===== config.mk =====
export PLATFORM = sky130hd
export DESIGN_NAME = if_stage
export DESIGN_NICKNAME = d
export VERILOG_FILES = /design/src/rtl/cpu_pkg.sv /design/src/rtl/fetch_buffer.sv /design/src/rtl/if_stage.sv
export SDC_FILE = /design/constraint.sdc
export NUM_CORES = 1
export LEC_CHECK = 0
export CORE_MARGIN = 3
export CORE_UTILIZATION = 45
export DETAILED_ROUTE_END_ITERATION = 16
export PLACE_DENSITY = 0.72
export SLEW_MARGIN = 10
export SYNTH_ARGS = -nofsm -noshare
export SYNTH_HDL_FRONTEND = slang
export SYNTH_SLANG_ARGS = --single-unit

===== constraint.sdc =====
create_clock -name clk -period 5.6 [get_ports clk]
set_clock_uncertainty 0.2 [all_clocks]
set_input_delay 0.84 -clock clk [delete_from_list [all_inputs] [get_ports clk]]
set_output_delay 0.84 -clock clk [all_outputs]
set_load 0.005 [all_outputs]

===== src/rtl/cpu_pkg.sv =====
// Shared CPU definitions: NOP encoding, default reset PC, fetch FSM states and
// small PC helpers used by the instruction-fetch stage.
package cpu_pkg;

  localparam logic [31:0] NOP_INSTR        = 32'h0000_0000;
  localparam logic [31:0] DEFAULT_RESET_PC = 32'h0000_0000;

  typedef enum logic [1:0] {
    S_FETCH,
    S_DROP,
    S_HOLD
  } if_state_t;

  function automatic logic [31:0] align_pc(input logic [31:0] a);
    return a & 32'hFFFF_FFFC;
  endfunction

  // Sequential fetch; FFFF_FFFC + 4 wraps naturally to 0.
  function automatic logic [31:0] next_pc(input logic [31:0] a);
    return a + 32'd4;
  endfunction

endpackage


===== src/rtl/fetch_buffer.sv =====
// One-entry skid buffer holding an instruction that arrived while the
// pipeline was stalled.
module fetch_buffer (
  input  logic        clk,
  input  logic        rst,
  input  logic        load,
  input  logic        drain,
  input  logic        clear,
  input  logic [31:0] pc_in,
  input  logic [31:0] instr_in,
  output logic        valid,
  output logic [31:0] pc,
  output logic [31:0] instr
);

  always_ff @(posedge clk) begin
    if (rst || clear)
      valid <= 1'b0;
    else if (load)
      valid <= 1'b1;
    else if (drain)
      valid <= 1'b0;
  end

  // Payload is qualified by valid, so it needs no reset.
  always_ff @(posedge clk) begin
    if (load) begin
      pc    <= pc_in;
      instr <= instr_in;
    end
  end

endmodule


===== src/rtl/if_stage.sv =====
// Instruction-fetch stage with IF/ID register, redirect/drop handling and a
// stall skid buffer. Define IF_PERF_CNT_EN to add fetch/bubble counters.
module if_stage
  import cpu_pkg::*;
#(
  parameter logic [31:0] RESET_PC = DEFAULT_RESET_PC
) (
  input  logic        clk,
  input  logic        rst,
  input  logic        stall,
  input  logic        flush,
  input  logic        redirect_en,
  input  logic [31:0] redirect_pc,
  output logic        imem_req,
  output logic [31:0] imem_addr,
  input  logic        imem_ack,
  input  logic [31:0] imem_rdata,
  output logic [31:0] pc_out,
  output logic [31:0] instruction_out,
  output logic        valid_out,
  output logic        fetch_busy
`ifdef IF_PERF_CNT_EN
  ,
  output logic [31:0] fetch_cnt,
  output logic [31:0] bubble_cnt
`endif
);

  if_state_t   state, state_nxt;
  logic [31:0] pc, pc_nxt;
  logic [31:0] drop_pc, drop_pc_nxt;
  logic [31:0] redir_pc;
  logic        buf_load, buf_drain, buf_clear;
  logic        buf_vld;
  logic [31:0] buf_pc, buf_instr;
  logic        new_vld;
  logic [31:0] new_pc, new_instr;
  logic        ld_valid, ld_bubble;

  assign redir_pc   = align_pc(redirect_pc);
  assign imem_req   = (state != S_HOLD);
  // While dropping, the abandoned address must stay on the bus until its ack.
  assign imem_addr  = (state == S_DROP) ? drop_pc : pc;
  assign fetch_busy = imem_req && !imem_ack;

  fetch_buffer u_buf (
    .clk      (clk),
    .rst      (rst),
    .load     (buf_load),
    .drain    (buf_drain),
    .clear    (buf_clear),
    .pc_in    (pc),
    .instr_in (imem_rdata),
    .valid    (buf_vld),
    .pc       (buf_pc),
    .instr    (buf_instr)
  );

  always_comb begin
    state_nxt   = state;
    pc_nxt      = pc;
    drop_pc_nxt = drop_pc;
    buf_load    = 1'b0;
    buf_drain   = 1'b0;
    buf_clear   = 1'b0;
    new_vld     = 1'b0;
    new_pc      = pc;
    new_instr   = imem_rdata;
    case (state)
      S_FETCH: begin
        if (redirect_en) begin
          pc_nxt = redir_pc;
          if (!imem_ack) begin
            drop_pc_nxt = pc;
            state_nxt   = S_DROP;
          end
        end else if (imem_ack) begin
          pc_nxt = next_pc(pc);
          if (stall) begin
            buf_load  = 1'b1;
            state_nxt = S_HOLD;
          end else begin
            new_vld = 1'b1;
          end
        end
      end
      S_DROP: begin
        if (redirect_en)
          pc_nxt = redir_pc;
        if (imem_ack)
          state_nxt = S_FETCH;
      end
      S_HOLD: begin
        if (redirect_en) begin
          buf_clear = 1'b1;
          pc_nxt    = redir_pc;
          state_nxt = S_FETCH;
        end else if (!stall) begin
          buf_drain = 1'b1;
          new_vld   = buf_vld;
          new_pc    = buf_pc;
          new_instr = buf_instr;
          state_nxt = S_FETCH;
        end
      end
      default: state_nxt = S_FETCH;
    endcase
  end

  // Flush beats stall beats new data; an unstalled cycle without data is a bubble.
  assign ld_bubble = flush || (!stall && !new_vld);
  assign ld_valid  = !flush && !stall && new_vld;

  always_ff @(posedge clk) begin
    if (rst) begin
      state <= S_FETCH;
      pc    <= RESET_PC;
    end else begin
      state <= state_nxt;
      pc    <= pc_nxt;
    end
  end

  always_ff @(posedge clk) begin
    drop_pc <= drop_pc_nxt;
  end

  // IF/ID pipeline register
  always_ff @(posedge clk) begin
    if (rst || ld_bubble) begin
      pc_out          <= 32'h0;
      instruction_out <= NOP_INSTR;
      valid_out       <= 1'b0;
    end else if (ld_valid) begin
      pc_out          <= new_pc;
      instruction_out <= new_instr;
      valid_out       <= 1'b1;
    end
  end

`ifdef IF_PERF_CNT_EN
  always_ff @(posedge clk) begin
    if (rst) begin
      fetch_cnt  <= 32'h0;
      bubble_cnt <= 32'h0;
    end else begin
      if (ld_valid)
        fetch_cnt <= fetch_cnt + 32'd1;
      if (ld_bubble)
        bubble_cnt <= bubble_cnt + 32'd1;
    end
  end
`endif

endmodule


# After elaboration in Yosys (flattened, before gate mapping)
# Cells that the tools add are included.
dict set report classes {
  addsub 1
  n_eq_ne 9
  mux 35
  bitwise 1
  n_reduce_logical 18
}
# cell n
set op_table {}
lappend op_table {{32-bit 2-to-1 mux} 10}
lappend op_table {{32-bit case mux with 2 select lines} 1}
lappend op_table {{32-bit by 3-bit adder with 32-bit output (second input constant)} 1}
lappend op_table {{1-bit 2-to-1 mux} 15}
lappend op_table {{2-bit 2-to-1 mux} 7}
lappend op_table {{3-bit != test (second input constant)} 4}
lappend op_table {{2-bit case mux with 3 select lines} 1}
lappend op_table {{3-bit AND reduction} 2}
lappend op_table {{5-bit AND reduction} 1}
lappend op_table {{1-bit logical AND} 4}
lappend op_table {{1-bit zero test} 4}
lappend op_table {{2-bit != test (second input constant)} 2}
lappend op_table {{2-bit nonzero test} 2}
lappend op_table {{1-bit logical OR} 3}
lappend op_table {{2-bit by 1-bit == test with 1-bit output (second input constant)} 1}
lappend op_table {{2-bit == test (second input constant)} 1}
lappend op_table {{2-bit zero test} 1}
lappend op_table {{2-bit by 1-bit != test with 1-bit output (second input constant)} 1}
lappend op_table {{1-bit case mux with 2 select lines} 1}
lappend op_table {{2-bit OR reduction} 1}
lappend op_table {{1-bit NOT} 1}
dict set report word_totals {
  reg_bits 196
  input_bits 70
  output_inout_bits 99
  wordCells 73
}

# Longest topological paths before layout
# Gate-level depths: netlist (run 1).
dict set report logic_depth {
  word_depth 8
  mapped_depth 10
  depth_no_buf 7
}

# Hierarchy
# Synthesis (run 1) repeated with hierarchy kept, for this count alone.
dict set report hier_totals {
  cells_unflattened 737
  hier_area_um2 8538.2
}
# mod instances cells_each area_per_inst_um2 seq_area_each_um2
set modules_own_cells {}
lappend modules_own_cells {if_stage 1 669 6571.3 2842.7}
lappend modules_own_cells {fetch_buffer 1 68 1966.9 1941.9}

# Least setup slack after synthesis (run 1)
# Ideal clock, no wire load.
dict set report synth_timing {
  path_type {input port to flip-flop}
  startpoint {in redirect_en}
  endpoint {reg u_buf.instr[0] (enable)}
  setup_time_ps 483
  arrival_time_ps 3980
  required_ps 4917
  path_slack_ps 937
  path_stages 4
  path_buffers 2
  cell_sequence {buf_2 -> clkbuf_1 -> nand2b_1 -> nor2_1}
}
dict set report synth_via {
  elab_chain_cells 2
}
# item line
set synth_rtl {}
lappend synth_rtl {{start, declared} if_stage.sv:12} ;# input logic redirect_en,
lappend synth_rtl {{1-bit 2-to-1 mux} if_stage.sv:71} ;# if (redirect_en) begin
lappend synth_rtl {{1-bit 2-to-1 mux} if_stage.sv:69} ;# case (state)
lappend synth_rtl {{named net buf_load} if_stage.sv:33} ;# logic buf_load, buf_drain, buf_clear;
lappend synth_rtl {{end signal, assigned} fetch_buffer.sv:29} ;# instr <= instr_in;
lappend synth_rtl {{end, declared} fetch_buffer.sv:13} ;# output logic [31:0] instr
# The timed path passes the listed nets, and every way through them passes these cells.
# A chain may end at the register's enable or synchronous reset.

# Worst setup path in the final report (run 1)
dict set report layout_timing {
  startpoint {reg state[1]}
  endpoint {out imem_addr[16]}
}
dict set report layout_via {
  elab_chain_cells 2
}
# item line
set layout_rtl {}
lappend layout_rtl {{start, declared} if_stage.sv:29} ;# if_state_t state, state_nxt;
lappend layout_rtl {{start signal, assigned} if_stage.sv:119} ;# state <= state_nxt;
lappend layout_rtl {{2-bit by 1-bit == test with 1-bit output} if_stage.sv:43} ;# assign imem_addr = (state == S_DROP) ? drop_pc : pc;
lappend layout_rtl {{32-bit 2-to-1 mux} if_stage.sv:43}
lappend layout_rtl {{end, declared} if_stage.sv:15} ;# output logic [31:0] imem_addr,
# Every way passes these cells.

==> impl_metrics.csv, run 1 <==
group,metric,value,unit
worst_setup_path,required,4560,ps
routing,first_pass_iters,5,
logic_synthesis,avgSynthCellArea,11.5,um^2
grt,grt_max_degree,72,
die,rows,48,
clock_tree,cts_htree_levels,4,
sta,max_freq,0.282,GHz
worst_setup_path,path_cells,"inv_1 -> ha_1 -> buf_4 -> mux2_2 -> clkdlybuf4s50_1",
worst_setup_path,crit_type,"flip-flop to output pin",
worst_setup_path,critPathSlowestCell,"clkdlybuf4s50_1",
sta,worstMarginPinSlew,1130,ps
die,dieArea,19800,um^2
worst_setup_path,critPathMaxStageDelay,480,ps
worst_hold_path,hp-class,"flip-flop to flip-flop",
worst_setup_path,path_buf_inv,3,
final_layout,area_growth,27.7,%
placed_design,gp_congestion,0.837,
placed_design,portBuffers,162,
sta,hold_violations,0,
power,p_leak,3.36,nW
logic_synthesis,ys_seq_area_frac,0.574,
logic_synthesis,synth-async-reset-ratio,0,
die,ios,169,
clock_tree,cts_setup_buffers,0,
clock_tree,clock_latency,430,ps
sta,slew_violations,0,
die,dieWidth,141,um
grt,grt_pass1_vias,5819,
logic_synthesis,ys_ff_latch,188,
clock_tree,clockBufferDepth,2,
logic_synthesis,yosys_warnings,0,
logic_synthesis,syn_area,8160,um^2
clock_tree,ctsResizeCount,0,
flow_run,drv_cap,0,
worst_setup_path,cp-end-kind,"output pin",
logic_synthesis,postSynthCellCount,709,
power,ir_drop,0.216,mV
routing,drtAntennaViolNets,0,
routing,initialDrtViolationCount,525,
final_layout,finalInstanceArea,10400,um^2
sta,relSlewSlack,0.246,
worst_setup_path,worstPathArrival,2510,ps
logic_synthesis,synth.top_cells.by_area,"edfxtp_1 34%, dfxtp_1 24%, mux2i_1 8.5%",
routing,avgViaCountPerCell,5.65,
grt,grt_pass1_wl,30900,um
final_layout,final_cell_mix,"162 x clkdlybuf4s50_1, 96 x nor2_1, 96 x dfxtp_1, 92 x edfxtp_1, 69 x mux2i_1",
grt,antenna_found_initial,0,
final_layout,nFillCells,1425,
routing,wirelength,19500,um
placed_design,placed_cell_area,9860,um^2
sta,setup_viol,0,
worst_setup_path,critPathLaunchType,"flip-flop",
logic_synthesis,ys.flop_type,"dfxtp_1",
power,cellPowerDensity,315,nW/um^2
final_layout,fin_cells,1078,
die,die_y,141,um
final_layout,nNetsFinal,914,
clock_tree,path_clk_slew,70,ps
grt,gr-total-overflow,0,
clock_tree,numCtsBuffers,17,
routing,drc_errors,0,
sta,min_period,3550,ps
logic_synthesis,synth_top_area_cell,"edfxtp_1",
final_layout,num_antenna_cells,0,
placed_design,hpwl,12900,um
sta,finalSetupTns,0,ps
clock_tree,cts-root-buf,"clkbuf_16",
routing,vias,6089,
final_layout,drive_gt1_frac,0.106,
clock_tree,holdBufCountCts,0,
die,start_util,0.466,
grt,grtUsageTotal,0.194,
clock_tree,cts_num_sinks,188,
routing,wire_per_inst,18.1,um
die,core_area,17500,um^2
worst_setup_path,crit_family,"buffers and inverters",
sta,rsz0062_at_grt,"no",
logic_synthesis,synth_edf_count,92,
logic_synthesis,yosysUniqueCellTypes,61,
final_layout,layout_commonest_cell,"clkdlybuf4s50_1",
placed_design,dp_cells,1046,
worst_setup_path,cp_max_fo,26,
clock_tree,cts_tree,"done",
sta,fin_crit_sh,0.633,
logic_synthesis,synth_top_area_frac,0.338,
outcome,status,"finished, final reports clean",
## flip-flops by register name, summed over array words and instances, names as in the netlist
register,count
u_buf.instr,32
state,2
pc,30
u_buf.pc,30
drop_pc,30
u_buf.valid,1
valid_out,1
pc_out,30
instruction_out,32
## worst reg2reg max path: stages (launching register included)
cell and delay, ps:
dfxtp_1 360, inv_1 80, ha_1 360, or2_1 380, o21a_1 870, nand3_1 180
a2111oi_0 340, a2111oi_1 90
## cell families after synthesis
logic type | after synthesis | synth area share
flip-flops | 188 | 0.574
adder cells (fa/ha/maj) | 4 | 0.00613
other | 1 | 0.000459
AND/OR/NAND/NOR | 199 | 0.121
buffers and inverters | 65 | 0.0403
multiplexers | 101 | 0.129
AO/OA/AOI/OAI | 151 | 0.130
## synth_stat cells, types with 3 or more instances
cell type / n
nor2_1: 99
ha_1: 4
o22ai_1: 8
a31oi_1: 3
clkbuf_1: 19
and4_1: 4
buf_1: 4
dfxtp_1: 96
and2_1: 6
nor4_2: 3
a41oi_1: 3
and3_1: 5
inv_1: 4
nor3_1: 10
buf_2: 23
edfxtp_1: 92
a22oi_1: 4
mux2_2: 32
mux2i_1: 69
buf_4: 15
nand4_1: 9
nand2_1: 31
a32oi_1: 3
o21ai_0: 15
nand3_1: 11
a211oi_1: 66
a21oi_1: 26
## power by group
part | switching, mW | internal (mW)
registers | 0.0860 | 1.53
logic | 0.252 | 0.252
clock network | 0.539 | 0.624
## area by class of cell
class | count | area, um^2 | share of cell area
clock buffers | 18 | 429 | 0.0412
clock inverters | 14 | 136 | 0.0131
inverters | 4 | 15.0 | 0.00144
multi-input cells | 459 | 3200 | 0.307
flip-flops and latches | 188 | 4680 | 0.449
well taps | 225 | 282 | 0.0270
repair buffers | 170 | 1680 | 0.161
## per-stage QoR
stage | power, mW | worst slack [ps] | hold slack (ps) | util
global placement | 2.13 | 1870 | 250 | 0.562
floorplan | 1.92 | 937 | 220 | -
CTS | 3.31 | 2030 | 297 | 0.595
detailed placement | 2.15 | 1820 | 281 | 0.562
global route | 3.43 | 1940 | 313 | 0.595
finish | 3.29 | 2050 | 297 | 0.595
## path summary, 6_finish.rpt
kind	from	cells past startpoint	slack, ps	to
worst min-delay path	pc_out[12]$_SDFFE_PP0P_	2	300	pc_out[12]$_SDFFE_PP0P_
worst min register to register	pc_out[12]$_SDFFE_PP0P_	2	300	pc_out[12]$_SDFFE_PP0P_
worst max register to register	state[1]$_SDFFE_PP0P_	7	2570	pc[22]$_SDFFE_PP0P_
worst max-delay path	state[1]$_SDFFE_PP0P_	5	2050	imem_addr[16]
## routing by layer
| metal | global-route usage | wire length (um) |
|---|---|---|
| met3 | 0.0475 | 1160 |
| met4 | 0.0464 | 251 |
| met1 | 0.268 | 8860 |
| met2 | 0.311 | 9250 |
| met5 | 0 | 0 |
Power figures use the tool's default switching activity.
==> run 2: changes to the inputs <==
clock period = 3.6 ns   (was 5.6 ns; I/O delays follow)
==> run 2 against run 1 <==
Register-to-register slack worse by 1600 ps. Setup slack got worse by 1600 ps. Hold slack worse by 20 ps. Sequential share of layout area decreased by 0.73 points. Via count grew 1.1%. Clock power up 66%. Die area unchanged. Utilization increased by 0.98 points. Non-clock buffer count grew 8. Count of clock-buffer cells in the layout did not move. Global-route usage increased by 0.29 points. First-iteration DRC count down 20%. Critical endpoint unchanged. Highest routed layer unchanged.
==> impl_metrics.csv, run 2 (synthesized netlist as in run 1, its figures left out) <==
group,metric,value,unit
outcome,status,"finished, final reports clean",
die,start_util,0.466,
worst_setup_path,crit_type,"flip-flop to output pin",
die,rows,48,
power,p_leak,3.45,nW
placed_design,placed_cell_area,9990,um^2
sta,worstMarginPinSlew,691,ps
routing,wirelength,19900,um
routing,initialDrtViolationCount,419,
routing,drt-met1-wl,8660,um
sta,fin_hold_ws,277,ps
worst_setup_path,crit_family,"buffers and inverters",
worst_setup_path,r2r_cells,8,
grt,grt_pass1_wl,31500,um
worst_setup_path,path_cells,"inv_1 -> ha_1 -> buf_4 -> mux2_2 -> clkdlybuf4s50_1",
clock_tree,cts_num_sinks,188,
flow_run,drv_cap,0,
grt,grtUsageTotal,0.197,
worst_setup_path,cp_max_fo,28,
power,ir_drop,0.325,mV
worst_hold_path,hold_depth,2,
routing,avgViaCountPerCell,5.67,
clock_tree,cts-root-buf,"clkbuf_16",
sta,worst_slack,425,ps
sta,rsz0062_at_grt,"no",
routing,first_pass_iters,6,
die,core_area,17500,um^2
die,dieWidth,141,um
clock_tree,numCtsBuffers,17,
clock_tree,holdBufCountCts,0,
sta,fin_crit_sh,0.882,
grt,gr-total-overflow,0,
routing,wire_per_inst,18.3,um
sta,slew_violations,0,
die,ios,169,
sta,setup_viol,0,
worst_setup_path,worstPathArrival,2430,ps
die,die_y,141,um
grt,antenna_found_initial,0,
final_layout,area_growth,29.8,%
power,cellPowerDensity,496,nW/um^2
clock_tree,ctsResizeCount,0,
sta,relSlewSlack,0.539,
worst_hold_path,hp-class,"flip-flop to flip-flop",
final_layout,drive_gt1_frac,0.117,
placed_design,dp_cells,1054,
clock_tree,clockBufferDepth,2,
clock_tree,clock_latency,420,ps
placed_design,gp_congestion,0.865,
final_layout,finalInstanceArea,10600,um^2
routing,drtAntennaViolNets,0,
placed_design,place_ws,497,ps
sta,min_period,3170,ps
final_layout,fin_cells,1086,
routing,highest_layer,"met4",
die,dieArea,19800,um^2
worst_setup_path,critPathMaxStageDelay,480,ps
routing,wl_met3,1260,um
worst_setup_path,crit_cells,5,
final_layout,layout_commonest_cell,"clkdlybuf4s50_1",
sta,max_freq,0.315,GHz
final_layout,top_regs,"instruction_out: 32 flops, u_buf.instr: 32 flops",
worst_setup_path,required,2860,ps
final_layout,final_cell_mix,"162 x clkdlybuf4s50_1, 96 x nor2_1, 96 x dfxtp_1, 92 x edfxtp_1, 69 x mux2i_1",
worst_setup_path,critPathLaunchType,"flip-flop",
worst_setup_path,path_buf_inv,3,
clock_tree,path_clk_slew,70,ps
clock_tree,cts_setup_buffers,0,
routing,wl_met2,9600,um
sta,finalSetupTns,0,ps
clock_tree,cts_htree_levels,4,
placed_design,portBuffers,162,
worst_setup_path,critPathSlowestCell,"clkdlybuf4s50_1",
clock_tree,cts_tree,"done",
worst_setup_path,cp-end-kind,"output pin",
final_layout,num_antenna_cells,0,
final_layout,final_util,0.604,
grt,grt_max_degree,70,
grt,grt_pass1_vias,6020,
routing,drc_errors,0,
worst_setup_path,r2r_slack,940,ps
power,p_total,5.25,mW
placed_design,hpwl,13300,um
sta,hold_violations,0,
final_layout,nNetsFinal,922,
routing,vias,6157,
## run 2: cell type report
| type | count | area [um^2] |
|---|---|---|
| inverters | 4 | 15.0 |
| repair buffers | 178 | 1800 |
| well taps | 225 | 282 |
| fillers | 1432 | 6940 |
| clock buffers | 18 | 439 |
| multi-input cells | 459 | 3200 |
| clock inverters | 14 | 175 |
| flip-flops and latches | 188 | 4680 |
## run 2: path summary, 6_finish.rpt
kind,endpoint,startpoint
setup / recovery,imem_addr[16],state[1]$_SDFFE_PP0P_
hold / removal,valid_out$_SDFFE_PP0P_,valid_out$_SDFFE_PP0P_
setup reg to reg,pc[22]$_SDFFE_PP0P_,state[0]$_SDFFE_PP0P_
hold reg to reg,valid_out$_SDFFE_PP0P_,valid_out$_SDFFE_PP0P_
## run 2: layer usage
metal	GRT usage	vias up
met2	0.319	238
met4	0.0678	0
met5	0	-
met3	0.0404	26
met1	0.265	2950
li1	-	2943
## run 2: worst min-delay path, cell delays in order, from the launching register on
cell and delay [ps]:
dfxtp_1 330, nor2_1 50, nor2_1 70
## run 2: power by group
group	leakage [nW]	switching (mW)	internal, mW
logic	1.51	0.399	0.411
clock network	0.297	0.852	1.08
registers	1.64	0.134	2.38
